**src/rtl/divmod_seq_if.sv**
```systemverilog
// Go/ready transaction bundle for divmod_seq: operands and mode in, flags and results out.
interface divmod_seq_if #(
    parameter int WIDTH_LOG = 4
);
    localparam int WIDTH = 1 << WIDTH_LOG;

    logic             go;
    logic             signed_op;
    logic [WIDTH-1:0] a;
    logic [WIDTH-1:0] b;
    logic             ready;
    logic             error;
    logic             ovf;
    logic [WIDTH-1:0] quot;
    logic [WIDTH-1:0] rem;

    modport master (
        output go, signed_op, a, b,
        input  ready, error, ovf, quot, rem
    );

    modport slave (
        input  go, signed_op, a, b,
        output ready, error, ovf, quot, rem
    );
endinterface

```
**src/rtl/divmod_seq.sv**
```systemverilog
// Sequential restoring divider, one quotient bit per cycle, signed or unsigned per operation.
// Define DIVMOD_SEQ_EARLY_EXIT_EN to start from the leading-one distance instead of bit HI.
module divmod_seq #(
    parameter int WIDTH_LOG = 4
) (
    input  logic         clk,
    input  logic         rst_n,
    divmod_seq_if.slave  divBus
);
    localparam int WIDTH = 1 << WIDTH_LOG;
    localparam int HI    = WIDTH - 1;

    typedef enum logic [1:0] {
        IDLE,
        DIV,
        FIX
    } state_e;

    state_e               state_q,   state_d;
    logic [WIDTH-1:0]     magB_q,    magB_d;
    logic [WIDTH-1:0]     partRem_q, partRem_d;
    logic [WIDTH-1:0]     quotAcc_q, quotAcc_d;
    logic [WIDTH_LOG-1:0] shift_q,   shift_d;
    logic                 negQuot_q, negQuot_d;
    logic                 negRem_q,  negRem_d;
    logic                 error_q,   error_d;
    logic                 ovf_q,     ovf_d;
    logic [WIDTH-1:0]     quot_q,    quot_d;
    logic [WIDTH-1:0]     rem_q,     rem_d;

    logic [WIDTH-1:0]     magA;
    logic [WIDTH-1:0]     magB;
    logic [WIDTH_LOG-1:0] startShift;
    logic [2*WIDTH-1:0]   trial;
    logic                 trialFits;

    assign magA = (divBus.signed_op && divBus.a[HI]) ? -divBus.a : divBus.a;
    assign magB = (divBus.signed_op && divBus.b[HI]) ? -divBus.b : divBus.b;

`ifdef DIVMOD_SEQ_EARLY_EXIT_EN
    function automatic logic [WIDTH_LOG-1:0] msbIndex(input logic [WIDTH-1:0] v);
        logic [WIDTH_LOG-1:0] idx;
        idx = '0;
        for (int i = 0; i < WIDTH; i++) begin
            if (v[i]) idx = WIDTH_LOG'(i);
        end
        return idx;
    endfunction

    logic [WIDTH_LOG-1:0] msbA;
    logic [WIDTH_LOG-1:0] msbB;

    assign msbA       = msbIndex(magA);
    assign msbB       = msbIndex(magB);
    assign startShift = (msbA > msbB) ? (msbA - msbB) : '0;
`else
    assign startShift = WIDTH_LOG'(HI);
`endif

    // Double width keeps |b|<<shift exact even when a fixed start shift overshoots.
    assign trial     = {{WIDTH{1'b0}}, magB_q} << shift_q;
    assign trialFits = (trial <= {{WIDTH{1'b0}}, partRem_q});

    always_comb begin
        state_d   = state_q;
        magB_d    = magB_q;
        partRem_d = partRem_q;
        quotAcc_d = quotAcc_q;
        shift_d   = shift_q;
        negQuot_d = negQuot_q;
        negRem_d  = negRem_q;
        error_d   = error_q;
        ovf_d     = ovf_q;
        quot_d    = quot_q;
        rem_d     = rem_q;

        case (state_q)
            IDLE: begin
                if (divBus.go) begin
                    if (divBus.b == '0) begin
                        error_d = 1'b1;
                        ovf_d   = 1'b0;
                        quot_d  = '1;
                        rem_d   = divBus.a;
                    end else begin
                        magB_d    = magB;
                        partRem_d = magA;
                        quotAcc_d = '0;
                        shift_d   = startShift;
                        negQuot_d = divBus.signed_op & (divBus.a[HI] ^ divBus.b[HI]);
                        negRem_d  = divBus.signed_op & divBus.a[HI];
                        error_d   = 1'b0;
                        ovf_d     = divBus.signed_op
                                    && (divBus.a == {1'b1, {HI{1'b0}}})
                                    && (divBus.b == '1);
                        state_d   = DIV;
                    end
                end
            end
            DIV: begin
                if (trialFits) begin
                    partRem_d = partRem_q - trial[WIDTH-1:0];
                    quotAcc_d = quotAcc_q | (WIDTH'(1) << shift_q);
                end
                if (shift_q == '0) begin
                    state_d = FIX;
                end else begin
                    shift_d = shift_q - 1'b1;
                end
            end
            FIX: begin
                quot_d  = negQuot_q ? -quotAcc_q : quotAcc_q;
                rem_d   = negRem_q  ? -partRem_q : partRem_q;
                state_d = IDLE;
            end
            default: begin
                state_d = IDLE;
            end
        endcase
    end

    always_ff @(posedge clk) begin
        if (!rst_n) begin
            state_q   <= IDLE;
            magB_q    <= '0;
            partRem_q <= '0;
            quotAcc_q <= '0;
            shift_q   <= '0;
            negQuot_q <= 1'b0;
            negRem_q  <= 1'b0;
            error_q   <= 1'b0;
            ovf_q     <= 1'b0;
            quot_q    <= '0;
            rem_q     <= '0;
        end else begin
            state_q   <= state_d;
            magB_q    <= magB_d;
            partRem_q <= partRem_d;
            quotAcc_q <= quotAcc_d;
            shift_q   <= shift_d;
            negQuot_q <= negQuot_d;
            negRem_q  <= negRem_d;
            error_q   <= error_d;
            ovf_q     <= ovf_d;
            quot_q    <= quot_d;
            rem_q     <= rem_d;
        end
    end

    assign divBus.ready = (state_q == IDLE);
    assign divBus.error = error_q;
    assign divBus.ovf   = ovf_q;
    assign divBus.quot  = quot_q;
    assign divBus.rem   = rem_q;
endmodule

```
**src/flat_wrapper.sv**
```systemverilog
// flat-port wrapper written by rule: the top's interface ports become plain ports
module divmod_seq_flat 
#(
    parameter int WIDTH_LOG = 4
)
  (clk, rst_n, divBus_go, divBus_signed_op, divBus_a, divBus_b, divBus_ready, divBus_error, divBus_ovf, divBus_quot, divBus_rem);
  divmod_seq_if #(.WIDTH_LOG(WIDTH_LOG)) divBus_i ();
  input  logic clk;
  input  logic rst_n;
  input wire logic [$bits(divBus_i.go)-1:0] divBus_go;
  input wire logic [$bits(divBus_i.signed_op)-1:0] divBus_signed_op;
  input wire logic [$bits(divBus_i.a)-1:0] divBus_a;
  input wire logic [$bits(divBus_i.b)-1:0] divBus_b;
  output wire logic [$bits(divBus_i.ready)-1:0] divBus_ready;
  output wire logic [$bits(divBus_i.error)-1:0] divBus_error;
  output wire logic [$bits(divBus_i.ovf)-1:0] divBus_ovf;
  output wire logic [$bits(divBus_i.quot)-1:0] divBus_quot;
  output wire logic [$bits(divBus_i.rem)-1:0] divBus_rem;
  assign divBus_i.go = divBus_go;
  assign divBus_i.signed_op = divBus_signed_op;
  assign divBus_i.a = divBus_a;
  assign divBus_i.b = divBus_b;
  assign divBus_ready = divBus_i.ready;
  assign divBus_error = divBus_i.error;
  assign divBus_ovf = divBus_i.ovf;
  assign divBus_quot = divBus_i.quot;
  assign divBus_rem = divBus_i.rem;
  divmod_seq #(.WIDTH_LOG(WIDTH_LOG)) u_core (.clk(clk), .rst_n(rst_n), .divBus(divBus_i));
endmodule
```
**config.mk**
```make
export PLATFORM = sky130hd
export DESIGN_NAME = divmod_seq_flat
export DESIGN_NICKNAME = d
export VERILOG_FILES = /design/src/rtl/divmod_seq_if.sv /design/src/rtl/divmod_seq.sv /design/src/flat_wrapper.sv
export SDC_FILE = /design/constraint.sdc
export NUM_CORES = 1
export LEC_CHECK = 0
export ABC_AREA = 0
export CAP_MARGIN = 20
export CELL_PAD_IN_SITES_DETAIL_PLACEMENT = 1
export CELL_PAD_IN_SITES_GLOBAL_PLACEMENT = 2
export CORE_MARGIN = 1.5
export CORE_UTILIZATION = 37
export CTS_BUF_LIST = sky130_fd_sc_hd__clkbuf_4 sky130_fd_sc_hd__clkbuf_8
export DETAILED_ROUTE_END_ITERATION = 16
export HOLD_SLACK_MARGIN = 0.15
export PLACE_DENSITY = 0.87
export SYNTH_ARGS = -nofsm -noshare
export SYNTH_HDL_FRONTEND = slang
export SYNTH_SLANG_ARGS = --single-unit
```
**constraint.sdc**
```tcl
create_clock -name clk -period 6.4 [get_ports clk]
set_input_delay 0.64 -clock clk [delete_from_list [all_inputs] [get_ports clk]]
set_output_delay 0.64 -clock clk [all_outputs]
set_load 0.02 [all_outputs]
```
==> results of run 1 <==
[worst paths after layout]
check / slack (ns) / end / cells past startpoint / startpoint
max: 1.40 / u_core.partRem_q[10] / 18 / u_core.shift_q[1]
min: 0.49 / u_core.divBus.rem[9] / 2 / u_core.divBus.rem[9]
max reg2reg: 1.40 / u_core.partRem_q[10] / 18 / u_core.shift_q[1]
min reg2reg: 0.49 / u_core.divBus.rem[9] / 2 / u_core.divBus.rem[9]
[sequential cells by signal (all words and copies together) (netlist names)]
register             flops
u_core.divBus.error      1
u_core.divBus.ovf        1
u_core.divBus.quot      16
u_core.divBus.rem       16
u_core.magB_q           16
u_core.negQuot_q         1
u_core.negRem_q          1
u_core.partRem_q        16
u_core.quotAcc_q        16
u_core.shift_q           4
u_core.state_q           2
[cell type report]
class                           count  area [um2]  share of cell area
Clock buffer                       10       131.4             0.01696
Clock inverter                      6       97.59             0.01260
Inverter                           46       172.7             0.02229
Multi-Input combinational cell    682        4486              0.5791
Sequential cell                    90        1802              0.2326
Tap cell                          225       281.5             0.03634
Timing Repair Buffer               80       775.7              0.1001
[where the power goes]
part | switching [W] | leakage [nW] | internal [W] | total [W]
registers | 0.0000826 | 0.735 | 0.000607 | 0.000689
logic | 0.000582 | 2.13 | 0.000386 | 0.000968
clock network | 0.000239 | 0.117 | 0.000231 | 0.000470
[per-layer routing]
layer / wire length [um] / vias to the layer above
met5: 0 / -
met4: 211 / 0
met3: 716 / 13
met2: 9191 / 137
met1: 11100 / 3102
li1: - / 3199
[cells in the final DEF, fill, tap and decap left out, drive strengths merged, types with 10 or more instances in the layout]
| master | n |
|---|---|
| nor2 | 109 |
| nand2 | 104 |
| dfxtp | 90 |
| clkdlybuf4s50 | 70 |
| a21oi | 53 |
| inv | 49 |
| xnor2 | 45 |
| ha | 42 |
| o31ai | 30 |
| a211oi | 27 |
| mux2i | 26 |
| o21ai | 26 |
| xor2 | 21 |
| a31oi | 20 |
| nor3 | 15 |
| a311oi | 15 |
| a221oi | 11 |
| o2111ai | 11 |
| nand4 | 10 |
| buf | 10 |
| clkbuf | 10 |
[kinds of logic (layout without fill, tap and decap cells)]
logic type               Yosys count  in the layout  synth area share
AND/OR/NAND/NOR                  308            308            0.2083
AO/OA/AOI/OAI                    236            236            0.2460
buffers and inverters             99            142           0.05999
flip-flops                        90             90            0.2700
XOR/XNOR                          66             66           0.08662
adder cells (fa/ha/maj)           43             43           0.08174
multiplexers                      29             29           0.04743
[per-stage QoR]
step	cell area [um2]	cells	hold WS, ns	utilization	power [W]
floorplan	6674	871	0.4564	-	0.001365
global placement	7517	1123	0.4597	0.4301	0.001638
detailed placement	7517	1123	0.4794	0.4301	0.001650
CTS	7746	1139	0.4936	0.4432	0.002125
global route	7746	1139	0.5136	0.4432	0.002269
finish	7746	1139	0.4899	0.4432	0.002127
[worst max-delay path: cells and delay by family, from the launching register on]
family | cells | cell delay, ns
compound gates | 5 | 1.47
mux | 1 | 0.32
simple gates | 8 | 1.06
flops | 1 | 0.79
fa+ha+maj | 1 | 0.37
buf+inv | 3 | 0.86
==> key figures, run 1 <==
Setup path
  – Setup CP Type: register to register
  – Critical path required time: 6.68 ns
  – Worst setup SP type: register
  – Highest net fanout along the worst path: 30
  – CP max stage delay: 0.79 ns
  – Worst Path Arrival: between 5 and 6 ns
  – Worst Setup End Kind: register
  – Slowest cell on crit path: dfxtp_1
  – Crit path cell chain: buf_4, mux2i_1, nand2_1, nand2_1, nor2_1, a31oi_1, nor2_1, a21oi_1, inv_1, ha_1, nand4_1, nor4_1, nand4_1, o31a_1, o31ai_4, buf_4, nor3_1, a41o_1

CTS
  – Hold buffers post-CTS: 0
  – Clk_lat worst skew: approximately 0.38 ns
  – Clk root buf: clkbuf_8
  – Clock sink count: 90
  – Clock buffer depth: 2
  – Clock slew seen by the registers of the worst setup and hold paths: roughly 0.10 ns
  – H-Tree Level Count: 3
  – Post-CTS sizing: 0
  – CTS tree: yes
  – Num CTS Buffers: 9
  – # Post-CTS Setup Buffers: 0

Logic synthesis
  – Primary FF master, synth: dfxtp_1
  – Synthesized area per cell: around 7.7 um2
  – Top post-synthesis cells by count: 109 x nor2_1, 104 x nand2_1, 90 x dfxtp_1
  – Post-synthesis net count: between 900 and 1000
  – Post-synthesis async set-or-reset flop share: 0
  – Yosys cell types: 62
  – Count leader, synth: nor2_1
  – Yosys top cell area share: 0.2700
  – Synthesis warning total: 0
  – Synth area leaders: dfxtp_1 27%, ha_1 7.9%, nor2_1 6.1%
  – Synth Register Bits: 90
  – Mapped Area: between 0.006 and 0.007 mm2
  – Sequential fraction of the synthesis area: 0.2700
  – Cells after Synth: 871
  – Number of enable flip-flop cells after synthesis: 0
  – Post-synth top area cell: dfxtp_1

Power and ir drop
  – PwrDens: 274.6 mW/mm2
  – Worst VDD drop: 0.1160 mV
  – Leakage: roughly 3.0 nW

STA
  – Setup slack after layout: 1.399 ns
  – Min Tclk post-route: 5.001 ns
  – Max transition margin: 0.3434
  – Fin crit share: 0.7814
  – Setup Total Neg Slack: 0 ns
  – Setup violators final: 0
  – Max Clock Skew: ~0.013 ns
  – Unrepaired setup endpoints after global routing: no
  – Final hold vios: 0
  – Pins Over Slew Limit: 0
  – Worst-Margin Slew: approximately 0.98 ns
  – Fmax achieved: approximately 200 MHz

Run
  – Max cap viols: 0

Route
  – Vias: 6451
  – WL final: about 21000 um
  – Routed WL per cell: about 19 um
  – DR DRC count: 0
  – DR vias/cell: roughly 5.7
  – DR pass1 iterations: 4
  – DRT iter0 DRCs: 426
  – Routed Antenna Nets: 0

Place
  – Port Buffer Count: 70
  – GP Congestion: between 0.9 and 1
  – Final HPWL DP: roughly 16000 um
  – Dpl ws: ~1.5 ns

Global route
  – First-pass GRT wire length: between 30000 and 40000 um
  – Met2 Use GR: 0.3629
  – Met1 usage: 0.3431
  – Pin count of the biggest net entering global routing: 43
  – Met3 Use GR: 0.02759
  – Total Routing Usage GR: 0.2324
  – Total gr overflow: 0
  – Busiest grt layer: met2
  – Vias in the first global route: roughly 6200
  – Initial antenna violation count: 0

Floorplan
  – Die footprint: between 0.015 and 0.02 mm2
  – # IOs: just over 70
  – Die height: about 140 um
  – Initial Utilization: 0.3819
  – Site row count: 48
  – Core area: 0.01748 mm2
  – Die width: roughly 140 um

Cells and area
  – Nets: just under 1000
  – # fillers: approximately 2200
  – Synthesis-to-layout area growth: 16.07%
  – # diodes: 0
  – Layout cells sized above 1: 0.04267

Hold path
  – Hold Crit Class: register to register

Outcome
  – Outcome: completed
Power figures use the tool's default switching activity.
==> run 2: changes to the inputs <==
--- a/config.mk
+++ b/config.mk
@@ -10,11 +10,11 @@
 export CELL_PAD_IN_SITES_DETAIL_PLACEMENT = 1
 export CELL_PAD_IN_SITES_GLOBAL_PLACEMENT = 2
 export CORE_MARGIN = 1.5
-export CORE_UTILIZATION = 37
+export CORE_UTILIZATION = 35
 export CTS_BUF_LIST = sky130_fd_sc_hd__clkbuf_4 sky130_fd_sc_hd__clkbuf_8
 export DETAILED_ROUTE_END_ITERATION = 16
 export HOLD_SLACK_MARGIN = 0.15
-export PLACE_DENSITY = 0.87
+export PLACE_DENSITY = 0.83
 export SYNTH_ARGS = -nofsm -noshare
 export SYNTH_HDL_FRONTEND = slang
 export SYNTH_SLANG_ARGS = --single-unit
==> constraint.sdc (replaced) <==
create_clock -name clk -period 5.2 [get_ports clk]
set_input_delay 0.52 -clock clk [delete_from_list [all_inputs] [get_ports clk]]
set_output_delay 0.52 -clock clk [all_outputs]
set_load 0.02 [all_outputs]
==> run 2 against run 1 <==
Effect of this change: critical path type unchanged; final cell count rose by 0.88%; wire length rose by 0.18%; worst hold slack improved by 0.0010 ns; register-to-register slack got worse by 0.66 ns; flip-flop and latch count did not move; die area rose by 5.6%; global-route usage fell by 1.3 points; largest power group unchanged; first-iteration DRC count fell by 23%.
==> key figures, run 2 (same netlist as run 1, synthesis figures left out) <==
STA
  – Fin crit share: 0.8581
  – Pins Over Slew Limit: 0
  – Setup slack after layout: ~0.74 ns
  – Fmax achieved: roughly 220 MHz
  – Min Tclk post-route: around 4.5 ns
  – Final hold vios: 0
  – Unrepaired setup endpoints after global routing: no
  – Setup Total Neg Slack: 0 ns
  – Setup violators final: 0
  – Worst-Margin Slew: approximately 1.0 ns
  – Max transition margin: 0.3130
  – Max Clock Skew: roughly 0.019 ns

Route
  – DR vias/cell: 5.560
  – Routed WL per cell: roughly 19 um
  – DR DRC count: 0
  – WL final: 21260 um
  – DRT iter0 DRCs: ~330
  – Vias: 6388
  – Routed Antenna Nets: 0
  – DR pass1 iterations: 4

Setup path
  – Worst r2r src: u_core.shift_q[1]
  – Slowest cell on crit path: dfxtp_1
  – Worst Setup End Kind: register
  – Setup CP Type: register to register
  – Worst setup SP type: register
  – Worst Path Arrival: roughly 4.7 ns
  – CP most frequent cell: nand2_1
  – CP max stage delay: 0.75 ns
  – Highest net fanout along the worst path: 47
  – Critical path required time: 5.45 ns
  – Crit path from: u_core.shift_q[1]
  – Crit path cell chain: buf_4, mux2i_1, nor2_1, a31o_2, nand2_1, o21ai_0, nand2_1, o21ai_0, ha_1, nand2_1, nor4_1, nand4_1, o31a_1, o31ai_4, buf_12, mux2i_1, nor2_1

Place
  – Dpl ws: 0.8552 ns
  – Port Buffer Count: 70
  – GP Congestion: about 0.9
  – Final HPWL DP: 16400 um

Floorplan
  – Core area: between 0.015 and 0.02 mm2
  – Die footprint: approximately 0.02 mm2
  – Die width: 141.1 um
  – # IOs: 71
  – Die height: ~140 um
  – Site row count: 50
  – Initial Utilization: 0.3568

CTS
  – Clk_lat worst skew: around 0.39 ns
  – CTS tree: yes
  – H-Tree Level Count: 3
  – Post-CTS sizing: 0
  – Clock sink count: 90
  – Num CTS Buffers: 9
  – # Post-CTS Setup Buffers: 0
  – Clk root buf: clkbuf_8
  – Hold buffers post-CTS: 0
  – Clock buffer depth: 2
  – Clock slew seen by the registers of the worst setup and hold paths: around 0.10 ns

Cells and area
  – Most common cell after layout, fill and taps aside: nor2_1
  – Synthesis-to-layout area growth: 16.10%
  – # fillers: 2287
  – Nets: about 990
  – Layout cells sized above 1: 0.04481
  – Post-layout util: 0.4142
  – # diodes: 0
  – Most frequent cells in the layout: 107 x nor2_1, 104 x nand2_1, 90 x dfxtp_1

Power and ir drop
  – Leakage: ~3.0 nW
  – PwrDens: around 330 mW/mm2
  – Worst VDD drop: 0.1511 mV

Hold path
  – Hold Crit Class: register to register
  – Hold path start: u_core.divBus.rem[9]

Global route
  – Total gr overflow: 0
  – First-pass GRT wire length: 34920 um
  – Initial antenna violation count: 0
  – Pin count of the biggest net entering global routing: between 40 and 50
  – Vias in the first global route: roughly 6400
  – Total Routing Usage GR: 0.2194

Outcome
  – Outcome: completed

Run
  – Max cap viols: 0
run 2: cell types whose count changed in the layout (fill, tap and decap cells not counted), sizes merged:
cell	previous run	this run
bufinv	2	0
clkinvlp	0	2
buf	10	11
clkbuf	10	9
inv	49	50
run 2: layout make-up:
type                       count  area (um2)  area share
multi-input combinational    682        4488      0.5792
sequential                    90        1802      0.2325
timing repair buffer          81       803.3      0.1037
tap                          234       292.8     0.03778
inverter                      46       172.7     0.02228
clock buffer                   9       123.9     0.01599
clock inverter                 7       66.31    0.008558
run 2: per-stage QoR:
stage	std cells	power, W	hold slack, ns	cell area [um2]
final	1149	0.002535	0.4910	7749
after global routing	1149	0.002722	0.5200	7749
after CTS	1148	0.002546	0.4952	7734
after detailed placement	1132	0.002045	0.4779	7543
after global placement	1132	0.002037	0.4637	7543
after floorplan	871	0.001680	0.4564	6674
run 2: worst max-delay path: cells and delay by family (launching register included):
kind                     cells  cell delay [ns]
AO/OA/AOI/OAI                5             0.92
multiplexers                 2             0.49
AND/OR/NAND/NOR              7             1.06
adder cells (fa/ha/maj)      1             0.47
flip-flops                   1             0.75
buffers and inverters        2             0.63
run 2: report_power, final:
group | leakage [nW] | switching [W] | internal (W)
registers | 0.735 | 0.0000936 | 0.000747
clock network | 0.0900 | 0.000304 | 0.000185
logic | 2.14 | 0.000719 | 0.000487
run 2: final timing paths:
path                           to  slack, ns  depth (start not counted)
min reg2reg  u_core.divBus.rem[9]       0.49                          2
max reg2reg   u_core.partRem_q[2]       0.74                         17
max           u_core.partRem_q[2]       0.74                         17
min          u_core.divBus.rem[9]       0.49                          2
run 2: metal layers:
metal,routed length (um),vias to the layer above,track usage
li1,-,3200,-
met1,11050,3056,0.3155
met3,621,14,0.02683
met5,0,-,0
met2,9308,118,0.3470
met4,274,0,0.05428
==> run 3: changes to the inputs <==
--- a/config.mk
+++ b/config.mk
@@ -10,11 +10,11 @@
 export CELL_PAD_IN_SITES_DETAIL_PLACEMENT = 1
 export CELL_PAD_IN_SITES_GLOBAL_PLACEMENT = 2
 export CORE_MARGIN = 1.5
-export CORE_UTILIZATION = 35
+export CORE_UTILIZATION = 37
 export CTS_BUF_LIST = sky130_fd_sc_hd__clkbuf_4 sky130_fd_sc_hd__clkbuf_8
 export DETAILED_ROUTE_END_ITERATION = 16
 export HOLD_SLACK_MARGIN = 0.15
-export PLACE_DENSITY = 0.83
+export PLACE_DENSITY = 0.87
 export SYNTH_ARGS = -nofsm -noshare
 export SYNTH_HDL_FRONTEND = slang
 export SYNTH_SLANG_ARGS = --single-unit
==> constraint.sdc (replaced) <==
create_clock -name clk -period 5.4 [get_ports clk]
set_input_delay 0.54 -clock clk [delete_from_list [all_inputs] [get_ports clk]]
set_output_delay 0.54 -clock clk [all_outputs]
set_load 0.02 [all_outputs]
==> run 3 against run 2 <==
Effect of this change: critical endpoint is now u_core.partRem_q[15]; critical path depth shrank 2; combinational power shrank 6%; first-iteration DRC count shrank 3.4%; sequential share of layout area grew 0.094 points; flip-flop and latch count is the same; via count grew 0.45%; register-to-register slack gained 0.06 ns.
==> key figures, run 3 (same netlist as run 1, synthesis figures left out) <==
Outcome
  – Outcome: completed

Setup path
  – CP bufs+invs: 1
  – Worst r2r src: u_core.shift_q[1]
  – Crit path cell chain: mux2i_1, nand2_1, a21boi_0, mux2i_1, nor2_1, a21oi_1, inv_1, ha_1, and4_1, o21ai_0, a21oi_1, o41ai_1, a21oi_1, a2111o_1, a31oi_1
  – CP most frequent cell: a21oi_1
  – Worst Setup End Kind: register
  – Worst setup SP type: register
  – Family with the most delay on the worst path: compound AO/OA/AOI/OAI gates
  – Setup CP Type: register to register
  – Highest net fanout along the worst path: 18
  – Slowest cell on crit path: dfxtp_1
  – Reg2reg setup slack: 0.79 ns
  – Crit path from: u_core.shift_q[1]
  – Critical path required time: 5.72 ns
  – CP max stage delay: around 0.85 ns
  – Worst Path Arrival: between 4 and 5 ns

Route
  – DR vias/cell: around 5.6
  – WL final: around 21000 um
  – Vias: around 6400
  – DR pass1 iterations: 4
  – Routed WL per cell: roughly 19 um
  – DR DRC count: 0
  – Routed Antenna Nets: 0
  – DRT iter0 DRCs: between 300 and 400

CTS
  – Clk_lat worst skew: 0.39 ns
  – H-Tree Level Count: 3
  – # Post-CTS Setup Buffers: 0
  – Post-CTS sizing: 0
  – CTS tree: yes
  – Clk root buf: clkbuf_8
  – Clock slew seen by the registers of the worst setup and hold paths: between 0.1 and 0.15 ns
  – Clock sink count: 90
  – Clock buffer depth: 2
  – Num CTS Buffers: 9
  – Hold buffers post-CTS: 0

Cells and area
  – Most frequent cells in the layout: 108 x nor2_1, 104 x nand2_1, 90 x dfxtp_1
  – # fillers: around 2200
  – # diodes: 0
  – Nets: 988
  – Most common cell after layout, fill and taps aside: nor2_1
  – Synthesis-to-layout area growth: 15.64%
  – Design area: 0.007717 mm2
  – Layout cells sized above 1: 0.04267

STA
  – Setup Total Neg Slack: 0 ns
  – Setup violators final: 0
  – Pins Over Slew Limit: 0
  – Hold slack: slightly below 0.5 ns
  – Unrepaired setup endpoints after global routing: no
  – Max Clock Skew: approximately 0.014 ns
  – Max transition margin: 0.3435
  – Fin crit share: 0.8531
  – Final hold vios: 0
  – Worst-Margin Slew: 0.9847 ns
  – Fmax achieved: between 200 and 250 MHz
  – Min Tclk post-route: approximately 4.6 ns

Global route
  – First-pass GRT wire length: ~34000 um
  – Vias in the first global route: between 6000 and 7000
  – Pin count of the biggest net entering global routing: 48
  – Total Routing Usage GR: 0.2318
  – Total gr overflow: 0
  – Initial antenna violation count: 0

Floorplan
  – Core area: between 0.015 and 0.02 mm2
  – Die width: between 100 and 150 um
  – Site row count: 48
  – Die footprint: ~0.019 mm2
  – Initial Utilization: 0.3819
  – Die height: about 140 um
  – # IOs: 71

Hold path
  – Hold path start: u_core.divBus.error
  – Hold Crit Class: register to register

Power and ir drop
  – Leakage: just under 3 nW
  – Worst VDD drop: between 0.1 and 0.15 mV
  – Overall Power: 0.002444 W
  – PwrDens: ~320 mW/mm2

Place
  – Final HPWL DP: about 16000 um
  – Post-DP Area: around 0.0075 mm2
  – Port Buffer Count: 70
  – GP Congestion: around 0.88

Run
  – Max cap viols: 0
-- run 3: final cells by class --
| class | count | area [um2] | share of cell area |
|---|---|---|---|
| clock inverter | 7 | 76.32 | 0.009890 |
| tap | 225 | 281.5 | 0.03648 |
| multi-input combinational | 682 | 4486 | 0.5812 |
| inverter | 46 | 172.7 | 0.02237 |
| clock buffer | 9 | 123.9 | 0.01605 |
| sequential | 90 | 1802 | 0.2335 |
| timing repair buffer | 80 | 775.7 | 0.1005 |
-- run 3: metal layers --
metal	share of wire	vias up	global-route usage
met4	0.016	0	0.06725
met2	0.43	120	0.3529
met3	0.028	20	0.02281
met1	0.53	3078	0.3439
met5	0	-	0
li1	-	3199	-
-- run 3: metrics by stage --
step | setup slack [ns] | util | std cells
floorplan | 1.668 | - | 871
CTS | 0.8607 | 0.4416 | 1139
global route | 0.4997 | 0.4416 | 1139
global placement | 1.019 | 0.4301 | 1123
finish | 0.7933 | 0.4416 | 1139
detailed placement | 0.8914 | 0.4301 | 1123
-- run 3: path summary, 6_finish.rpt --
kind                                             end  cells past startpoint
worst max register to register  u_core.partRem_q[15]                     15
worst min-delay path             u_core.divBus.error                      2
worst max-delay path            u_core.partRem_q[15]                     15
worst min register to register   u_core.divBus.error                      2
-- run 3: worst min-delay path: stages (launching register included) --
cell and delay, ns:
dfxtp_1 0.35, nor2_1 0.05, nor2_1 0.07
-- run 3: power by group --
group,switching [W],total (W),internal (W)
registers,0.0000910,0.000810,0.000719
clock network,0.000307,0.000491,0.000184
logic,0.000686,0.00114,0.000456
total,0.00108,0.00244,0.00136
